===== config.mk =====
export PLATFORM = sky130hd
export DESIGN_NAME = dmem_arbiter
export DESIGN_NICKNAME = d
export VERILOG_FILES = /design/src/rtl/dmem_arbiter.sv
export SDC_FILE = /design/constraint.sdc
export NUM_CORES = 1
export LEC_CHECK = 0
export CORE_ASPECT_RATIO = 0.9
export CORE_MARGIN = 3
export CORE_UTILIZATION = 36
export CTS_CLUSTER_SIZE = 10
export DETAILED_ROUTE_END_ITERATION = 6
export PLACE_DENSITY_LB_ADDON = 0.12
export SYNTH_ARGS = -nofsm -noshare
export SYNTH_HDL_FRONTEND = slang
export SYNTH_SLANG_ARGS = --single-unit
export TNS_END_PERCENT = 20

===== constraint.sdc =====
create_clock -name clk -period 4.9 [get_ports clk]
set_input_delay 0.98 -clock clk [delete_from_list [all_inputs] [get_ports clk]]
set_output_delay 0.98 -clock clk [all_outputs]
set_load 0.03 [all_outputs]

===== src/rtl/dmem_arbiter.sv =====
// dmem_arbiter: round-robin arbiter sharing one synchronous data-memory port
// between NUM_CORES cores. Each access is a short IDLE -> ISSUE (-> RESP)
// walk; reads return data one cycle after issue. New grants are withheld
// while the host loader owns the memory (load_active).
// Optional build macro DMEM_ARB_STATS_EN adds a saturating stall counter
// output (stall_count).
module dmem_arbiter #(
    parameter int NUM_CORES = 4,
    parameter int AW        = 12,
    parameter int DW        = 16
) (
    input  logic                    clk,
    input  logic                    rst_n,
    input  logic                    load_active,
    input  logic [NUM_CORES-1:0]    core_req,
    input  logic [NUM_CORES-1:0]    core_we,
    input  logic [NUM_CORES*AW-1:0] core_addr,
    input  logic [NUM_CORES*DW-1:0] core_wdata,
    output logic [NUM_CORES-1:0]    core_gnt,
    output logic [NUM_CORES-1:0]    core_rvalid,
    output logic [DW-1:0]           core_rdata,
    output logic                    mem_en,
    output logic                    mem_we,
    output logic [AW-1:0]           mem_addr,
    output logic [DW-1:0]           mem_wdata,
    input  logic [DW-1:0]           mem_rdata,
    output logic                    busy
`ifdef DMEM_ARB_STATS_EN
    ,
    output logic [31:0]             stall_count
`endif
);

    localparam int PW = (NUM_CORES > 1) ? $clog2(NUM_CORES) : 1;

    typedef enum logic [1:0] {
        IDLE  = 2'd0,
        ISSUE = 2'd1,
        RESP  = 2'd2
    } state_t;

    state_t          state_reg, state_next;
    logic [PW-1:0]   ptr_reg, ptr_next;
    logic [PW-1:0]   win_reg, win_next;
    logic            we_reg, we_next;
    logic [AW-1:0]   addr_reg, addr_next;
    logic [DW-1:0]   wdata_reg, wdata_next;

    logic            win_found;
    logic [PW-1:0]   win_sel;
    logic [PW-1:0]   scan_cand;
    int              scan_idx;

    // Round-robin scan starting at ptr; walking offsets from high to low
    // leaves the requester closest to ptr as the winner.
    always_comb begin
        win_found = 1'b0;
        win_sel   = '0;
        scan_idx  = 0;
        scan_cand = '0;
        for (int k = NUM_CORES - 1; k >= 0; k--) begin
            scan_idx  = (int'(ptr_reg) + k) % NUM_CORES;
            scan_cand = PW'(scan_idx);
            if (core_req[scan_cand]) begin
                win_found = 1'b1;
                win_sel   = scan_cand;
            end
        end
    end

    // Next-state logic; the winner's request is captured on leaving IDLE so
    // the memory sees stable values even after the core drops its request.
    always_comb begin
        state_next = state_reg;
        ptr_next   = ptr_reg;
        win_next   = win_reg;
        we_next    = we_reg;
        addr_next  = addr_reg;
        wdata_next = wdata_reg;
        case (state_reg)
            IDLE: begin
                if (!load_active && win_found) begin
                    state_next = ISSUE;
                    win_next   = win_sel;
                    we_next    = core_we[win_sel];
                    addr_next  = core_addr[win_sel*AW +: AW];
                    wdata_next = core_wdata[win_sel*DW +: DW];
                    ptr_next   = (win_sel == PW'(NUM_CORES - 1)) ? '0
                                                                : win_sel + PW'(1);
                end
            end
            ISSUE:   state_next = we_reg ? IDLE : RESP;
            RESP:    state_next = IDLE;
            default: state_next = IDLE;
        endcase
    end

    // State and captured-request registers; reset aborts any access in flight.
    always_ff @(posedge clk or negedge rst_n) begin
        if (!rst_n) begin
            state_reg <= IDLE;
            ptr_reg   <= '0;
            win_reg   <= '0;
            we_reg    <= 1'b0;
            addr_reg  <= '0;
            wdata_reg <= '0;
        end else begin
            state_reg <= state_next;
            ptr_reg   <= ptr_next;
            win_reg   <= win_next;
            we_reg    <= we_next;
            addr_reg  <= addr_next;
            wdata_reg <= wdata_next;
        end
    end

    // Memory side: address/data simply hold the last captured request.
    assign mem_en     = (state_reg == ISSUE);
    assign mem_we     = (state_reg == ISSUE) && we_reg;
    assign mem_addr   = addr_reg;
    assign mem_wdata  = wdata_reg;
    assign core_rdata = (state_reg == RESP) ? mem_rdata : '0;
    assign busy       = (state_reg != IDLE);

    // Per-core one-hot grant and read-valid pulses.
    for (genvar gi = 0; gi < NUM_CORES; gi++) begin : g_core
        assign core_gnt[gi]    = (state_reg == ISSUE) && (win_reg == PW'(gi));
        assign core_rvalid[gi] = (state_reg == RESP)  && (win_reg == PW'(gi));
    end

`ifdef DMEM_ARB_STATS_EN
    // Count cycles in which some core is requesting without being granted.
    always_ff @(posedge clk or negedge rst_n) begin
        if (!rst_n) begin
            stall_count <= '0;
        end else if (|(core_req & ~core_gnt) && (stall_count != 32'hFFFF_FFFF)) begin
            stall_count <= stall_count + 32'd1;
        end
    end
`endif

endmodule


==> results_dict.tcl, run 1 <==
set metrics [dict create \
    worstPathArrival_ns 2.22 \
    grt_start_max_net_pins 50 \
    ys_ff_latch 35 \
    overflow 0 \
    initial_core_util 0.3851 \
    hold_viol_final 0 \
    slew_violations 0 \
    routedWlPerCell_um 16.03 \
    hold_slack_ns 0.4898 \
    largest_reg_flops 16 \
    status "completed" \
    portBuffers 193 \
    setup_tns_ns 0 \
    cpMostUsedCell "clkdlybuf4s50_1" \
    layout_common_cells "192 x clkdlybuf4s50_1, 58 x mux2i_1, 35 x dfrtp_1, 34 x nand2_1, 29 x o221ai_2" \
    crit_path_max_incr_delay_ns 0.68 \
    path_depth 3 \
    worst_setup_path_start_kind "input port" \
    synthCells 229 \
    crit_start "mem_rdata[5]" \
    vias 2428 \
    syn_avg_cell_area_um2 10.68 \
    path_cells "clkdlybuf4s50_1 > and2_1 > clkdlybuf4s50_1" \
    final_cells 498 \
    grt_pass1_vias 2441 \
    yosysWarnings 0 \
    core-area_um2 6351 \
    antenna_cells 0 \
    cts_tree "built" \
    synth_edf_count 0 \
    grt_pass1_wl_um 12570 \
    layout_min_cycle_time_ns 3.201 \
    rsz0062_at_grt "false" \
    post-route-period-util 0.6532 \
    die_height_um 84.20 \
    drtPass1Iterations 4 \
    routed_wl_um 7984 \
    cts_root_buf "clkbuf_8" \
    clkTransAtPathRegs_ns 0.06 \
    crit_path_max_fanout 1 \
    num_io_pins 194 \
    crit_end "core_rdata[5]" \
    cts_htree_levels 2 \
    power.density_nw_per_um2 466.7 \
    post_drt_via_cell_ratio 4.876 \
    vdd_drop_max_mv 0.2356 \
    dp_cells 492 \
    critical_path_buf_inv_count 2 \
    final_common_cell "clkdlybuf4s50_1" \
    dieArea_um2 7821 \
    nets 551 \
    async_flop_share 1.000 \
    worst_pin_slew_ns 0.9308 \
    area_delta_synth_final_pct 83.02 \
    worstPathRequired_ns 3.92 \
    yosysSeqAreaShare 0.3581 \
    r2r_slack_ns 2.54 \
    worstReg2RegEnd "mem_addr[7]$_DFFE_PN0P_" \
    ctsHoldBuffers 0 \
    max_freq_mhz 312.4 \
    r2r_cells 5 \
    synth.cell_area_um2 2446 \
    cts_sinks 35 \
    antenna_found_initial 0 \
    min-delay-path-class "reg -> reg" \
    ctsResizeCount 0 \
    die_x_um 92.89 \
    fin_skew_ns 0.002943 \
    crit_type "in -> out" \
    gp_congestion 0.7496 \
    hpwl_um 6361 \
    drv_cap 0 \
    drt.antenna.violating_nets 0 \
    slowest_stage "clkdlybuf4s50_1" \
    clk_latency_ns 0.28 \
    end_kind "output pin" \
    cts_buffer_depth 2 \
    relSlewSlack 0.3773 \
    cp_top_family "buffers and inverters" \
    setup_viol 0 \
    post_cts_buffers 0 \
    reg2reg_from "state_reg[0]$_DFFE_PN0P_" \
    drt_iter0_markers 65 \
    synth.distinct_cells 26 \
    numCtsBuffers 5 \
    drc 0 \
    synth_ff_type "dfrtp_1" \
    globalRouteTotalUtil 0.1987 \
    synthesis.nets 368 \
    row_count 27 \
    power_leakage_nw 1.909 \
    layout-drive-gt1-share 0.09976 \
]
-- worst min-delay path: stages, from the launching register on --
cell	delay, ns
dfrtp_1	0.34
nand2_1	0.06
o221ai_2	0.05
-- per-layer routing --
| layer | GRT usage | vias up | routed length, um |
|---|---|---|---|
| li1 | - | 1200 | - |
| met1 | 0.2361 | 1100 | 3136 |
| met2 | 0.3421 | 119 | 3910 |
| met3 | 0.07796 | 9 | 852 |
| met4 | 0.03862 | 0 | 84 |
| met5 | 0 | - | 0 |
-- kinds of logic after synthesis --
| kind of cell | after synthesis | share of synthesized area |
|---|---|---|
| mux | 58 | 0.2373 |
| flops | 35 | 0.3581 |
| xor+xnor | 1 | 0.003581 |
| simple gates | 75 | 0.1489 |
| compound gates | 37 | 0.1980 |
| buf+inv | 23 | 0.05421 |
-- metrics by stage --
stage	setup slack, ns	cell area, um^2	utilization	total power [mW]
3_3_place_gp	1.549	4404	0.6935	1.897
2_1_floorplan	2.623	2446	-	1.404
3_5_place_dp	1.445	4404	0.6935	1.917
4_1_cts	1.697	4477	0.7049	2.115
6_report	1.699	4477	0.7049	2.090
5_1_grt	1.577	4477	0.7049	2.219
-- layout make-up --
type	instances	area [um^2]
multi-input cells	171	1454
fillers	516	1874
clock buffers	6	72.57
flip-flops and latches	35	875.8
well taps	87	108.9
inverters	5	18.77
repair buffers	194	1947
-- power breakdown --
group	switching [mW]	internal (mW)
clock network	0.0946	0.0946
registers	0.0919	0.424
logic	0.746	0.638
total	0.933	1.16
-- Yosys cell counts (2+ instances only) --
master	number	area, um^2
clkbuf_1	5	18.77
nor2b_1	3	18.77
o221ai_2	29	435.4
nand2b_1	3	18.77
dfrtp_1	35	875.8
nand2_1	35	131.4
a21oi_1	2	10.01
inv_1	4	15.01
buf_4	2	15.01
nor3_1	3	15.01
mux2i_1	58	580.6
o21ai_1	2	10.01
nor2_1	9	33.78
and2_1	17	106.4
o22ai_1	2	12.51
buf_2	7	35.03
buf_6	4	45.04
-- worst min-delay path by stage --
stage	from	to	slack (ns)	cells past startpoint
2_1_floorplan	we_reg$_DFFE_PN0P_	state_reg[1]$_DFFE_PN0P_	0.42	1
3_3_place_gp	mem_wdata[9]$_DFFE_PN0P_	mem_wdata[9]$_DFFE_PN0P_	0.47	2
5_1_grt	mem_addr[10]$_DFFE_PN0P_	mem_addr[10]$_DFFE_PN0P_	0.52	2
3_5_place_dp	mem_addr[3]$_DFFE_PN0P_	mem_addr[3]$_DFFE_PN0P_	0.47	2
6_report	mem_addr[9]$_DFFE_PN0P_	mem_addr[9]$_DFFE_PN0P_	0.49	2
4_1_cts	mem_wdata[1]$_DFFE_PN0P_	mem_wdata[1]$_DFFE_PN0P_	0.50	2
Note: power is estimated with default switching activity, not from simulation.
==> run 2, diff against run 1 <==
- CORE_UTILIZATION: 36 -> 30
- clock period: 4.9 -> 2.8 ns (I/O delays scaled with it)
==> results_dict.tcl, run 2 (synthesized netlist as in run 1, its figures left out) <==
set metrics [dict create \
    power.density_nw_per_um2 815.0 \
    reg2reg_from "state_reg[0]$_DFFE_PN0P_" \
    crit_start "state_reg[0]$_DFFE_PN0P_" \
    worst_pin_slew_ns 0.8267 \
    setup_viol 0 \
    num_io_pins 194 \
    final_common_cell "clkdlybuf4s50_1" \
    worstReg2RegEnd "mem_wdata[3]$_DFFE_PN0P_" \
    numCtsBuffers 5 \
    r2r_slack_ns 0.87 \
    post_drt_via_cell_ratio 4.760 \
    power.total_mw 3.724 \
    antenna_cells 0 \
    grt_start_max_net_pins 36 \
    relSlewSlack 0.4489 \
    clkTransAtPathRegs_ns 0.07 \
    cts_sinks 35 \
    rsz0062_at_grt "false" \
    min-delay-path-class "in -> async" \
    overflow 0 \
    worst_setup_path_start_kind "flip-flop" \
    multiInputGateArea_um2 1454 \
    grt_pass1_wl_um 12310 \
    clk_latency_ns 0.28 \
    die_height_um 91.67 \
    status "completed" \
    fin_skew_ns 0.003262 \
    hold_viol_final 0 \
    cts_tree "built" \
    drc 0 \
    drv_cap 0 \
    ctsHoldBuffers 0 \
    worstPathArrival_ns 1.80 \
    vias 2461 \
    ctsResizeCount 0 \
    power_leakage_nw 1.957 \
    seq_area_um2 875.8 \
    slew_violations 0 \
    cts_buffer_depth 2 \
    die_x_um 101.2 \
    drt_iter0_markers 84 \
    core-area_um2 7732 \
    gp_congestion 0.7296 \
    drtPass1Iterations 4 \
    met1_length_um 3336 \
    layout_common_cells "192 x clkdlybuf4s50_1, 58 x mux2i_1, 35 x dfrtp_1, 34 x nand2_1, 29 x o221ai_2" \
    initial_core_util 0.3163 \
    worstPathRequired_ns 2.24 \
    layout_min_cycle_time_ns 2.364 \
    post_cts_buffers 0 \
    nets 559 \
    grt_pass1_vias 2444 \
    top_layer "met4" \
    largest_reg_flops 16 \
    drt.antenna.violating_nets 0 \
    crit_end "core_rdata[0]" \
    antenna_found_initial 0 \
    setup_tns_ns 0 \
    layout-drive-gt1-share 0.1188 \
    cts_htree_levels 2 \
    end_kind "output pin" \
    fillers 695 \
    cts_root_buf "clkbuf_8" \
    max_freq_mhz 423.1 \
    routed_wl_um 8045 \
    routedWlPerCell_um 15.56 \
    post-route-period-util 0.8442 \
    row_count 30 \
    wl_met2_um 3828 \
    vdd_drop_max_mv 0.4023 \
    wl_met3_um 843 \
    r2r_cells 5 \
    crit_path_max_fanout 16 \
    dieArea_um2 9275 \
    crit_type "reg -> out" \
    portBuffers 193 \
    area_delta_synth_final_pct 86.80 \
    hpwl_um 6333 \
    globalRouteTotalUtil 0.1655 \
]
[run 2: cell type report]
cell class	instances	share of cell area
clock buffers	7	0.01670
clock inverters	1	0.001095
flip-flops and latches	35	0.1917
multi-input cells	171	0.3182
inverters	5	0.004107
repair buffers	202	0.4420
well taps	96	0.02629
[run 2: how the worst min path moves through the flow]
| stage | start | cells past startpoint | slack, ns | to |
|---|---|---|---|---|
| 5_1_grt | rst_n | 1 | 0.43 | mem_wdata[1]$_DFFE_PN0P_ |
| 4_1_cts | rst_n | 1 | 0.40 | mem_wdata[1]$_DFFE_PN0P_ |
| 3_3_place_gp | mem_addr[4]$_DFFE_PN0P_ | 2 | 0.47 | mem_addr[4]$_DFFE_PN0P_ |
| 6_report | rst_n | 1 | 0.37 | mem_wdata[1]$_DFFE_PN0P_ |
| 3_5_place_dp | mem_wdata[8]$_DFFE_PN0P_ | 2 | 0.47 | mem_wdata[8]$_DFFE_PN0P_ |
| 2_1_floorplan | rst_n | 0 | 0.26 | mem_addr[0]$_DFFE_PN0P_ |
[run 2: power breakdown]
group | internal (mW) | leakage, nW | switching, mW
logic | 1.16 | 1.48 | 1.32
clock network | 0.175 | 0.0422 | 0.182
registers | 0.740 | 0.433 | 0.148
total | 2.08 | 1.96 | 1.65
[run 2: metrics by stage]
step	cells	utilization	area (um^2)	worst slack, ns	hold slack [ns]
after floorplan	229	-	2446	0.9052	0.2644
after global placement	509	0.5804	4488	0.2495	0.4682
after detailed placement	509	0.5804	4488	0.1628	0.4691
after CTS	517	0.5909	4569	0.4153	0.4029
after global routing	517	0.5909	4569	0.3192	0.4317
final	517	0.5909	4569	0.4363	0.3724
[run 2: routing by layer]
layer,GRT usage,up-vias
met5,0,-
met4,0.02658,0
met3,0.05019,4
met2,0.2756,113
met1,0.2141,1122
li1,-,1222
[run 2: critical path, cell delays in order, from the launching register on]
cell and delay [ns]:
dfrtp_1 0.41, nor2b_1 0.12, buf_4 0.18, and2_1 0.14, clkdlybuf4s50_1 0.68
==> run 3, diff against run 2 <==
- CORE_UTILIZATION: 30 -> 34
- clock period: 2.8 -> 2.2 ns (I/O delays scaled with it)
==> results_dict.tcl, run 3 (synthesized netlist as in run 1, its figures left out) <==
set metrics [dict create \
    hold_viol_final 0 \
    power_leakage_nw 2.120 \
    initial_core_util 0.3618 \
    layout_common_cells "166 x clkdlybuf4s50_1, 58 x mux2i_1, 35 x dfrtp_1, 34 x nand2_1, 29 x o221ai_2" \
    relSlewSlack 0.4832 \
    routed_wl_um 8181 \
    nets 562 \
    drt.antenna.violating_nets 0 \
    core-area_um2 6761 \
    worstPathArrival_ns 2.17 \
    cts_tree "built" \
    placed_cell_area_um2 4526 \
    vdd_drop_max_mv 0.5242 \
    setup_tns_ns 0 \
    ctsHoldBuffers 0 \
    min-delay-path-class "in -> async" \
    vias 2509 \
    post_cts_buffers 0 \
    stdcell_area_um2 4627 \
    slew_violations 0 \
    critical_path_buf_inv_count 3 \
    grt_start_max_net_pins 36 \
    largest_reg_flops 16 \
    drv_cap 0 \
    cts_sinks 35 \
    status "completed" \
    dp_cells 506 \
    drt_iter0_markers 84 \
    cts_root_buf "clkbuf_8" \
    path_cells "clkdlybuf4s50_1 > inv_1 > a221oi_1 > o22ai_4 > buf_12 > mux2i_1 > o221ai_2" \
    dieArea_um2 8249 \
    utilization 0.6843 \
    met3_usage 0.06944 \
    die_x_um 95.41 \
    clk_latency_ns 0.29 \
    drtPass1Iterations 4 \
    power.total_mw 4.867 \
    slowest_stage "clkdlybuf4s50_1" \
    reg2reg_from "ptr_reg[1]$_DFFE_PN0P_" \
    die_height_um 86.47 \
    hpwl_um 6501 \
    area_delta_synth_final_pct 89.16 \
    layout-drive-gt1-share 0.1675 \
    antenna_cells 0 \
    crit_path_max_incr_delay_ns 0.51 \
    final_common_cell "clkdlybuf4s50_1" \
    grt_use_met2 0.3217 \
    cp_top_family "buffers and inverters" \
    drc 0 \
    globalRouteTotalUtil 0.1959 \
    antenna_found_initial 0 \
    rsz0062_at_grt "false" \
    ctsResizeCount 7 \
    crit_start "core_req[3]" \
    clkTransAtPathRegs_ns 0.07 \
    num_io_pins 194 \
    grt_use_met1 0.2418 \
    post_drt_via_cell_ratio 4.881 \
    overflow 0 \
    final_cells 514 \
    numCtsBuffers 5 \
    row_count 28 \
    cts_buffer_depth 2 \
    power.density_nw_per_um2 1052 \
    worst_setup_path_start_kind "input port" \
    max_freq_mhz 497.8 \
    routedWlPerCell_um 15.92 \
    grt_pass1_vias 2511 \
    setup_viol 0 \
    layout_min_cycle_time_ns 2.009 \
    end_kind "flip-flop" \
    fin_skew_ns 0.005487 \
    cts_htree_levels 2 \
    crit_type "in -> reg" \
    crit_path_max_fanout 24 \
    worstPathRequired_ns 2.36 \
    post-route-period-util 0.9131 \
    portBuffers 193 \
    worst_pin_slew_ns 0.7753 \
    gp_congestion 0.7027 \
    busiest_layer "met2" \
    grt_pass1_wl_um 12560 \
]
[run 3: per-layer routing]
metal / up-vias / routed length [um]
met1: 1147 / 3273
li1: 1228 / -
met4: 0 / 129
met3: 9 / 953
met2: 125 / 3824
met5: - / 0
[run 3: path summary, 6_finish.rpt]
check,to,slack [ns],cells after the start
worst max-delay path,mem_addr[11]$_DFFE_PN0P_,0.19,7
worst min-delay path,mem_addr[7]$_DFFE_PN0P_,0.23,1
worst max register to register,mem_addr[11]$_DFFE_PN0P_,0.45,6
worst min register to register,mem_addr[4]$_DFFE_PN0P_,0.49,2
max in group asynchronous,mem_addr[2]$_DFFE_PN0P_,1.48,1
min in group clk,mem_addr[4]$_DFFE_PN0P_,0.49,2
[run 3: area by class of cell]
cell class / count / area, um^2
fill: 517 / 2135
clock buffer: 8 / 100.1
timing repair buffer: 205 / 2063
multi-input combinational: 171 / 1456
sequential: 35 / 875.8
inverter: 5 / 18.77
tap: 90 / 112.6
[run 3: metrics by stage]
| stage | hold slack, ns | setup slack, ns |
|---|---|---|
| after floorplan | 0.1444 | 0.3052 |
| after global placement | 0.4706 | -0.07803 |
| after detailed placement | 0.4691 | -0.1047 |
| after CTS | 0.2551 | 0.01646 |
| after global routing | 0.2840 | 0.06778 |
| final | 0.2294 | 0.1912 |
[run 3: power by group]
part | total (mW) | switching, mW | internal, mW | leakage, nW
Combinational | 3.22 | 1.69 | 1.53 | 1.64
Sequential | 1.14 | 0.194 | 0.942 | 0.433
Clock | 0.511 | 0.226 | 0.286 | 0.0515
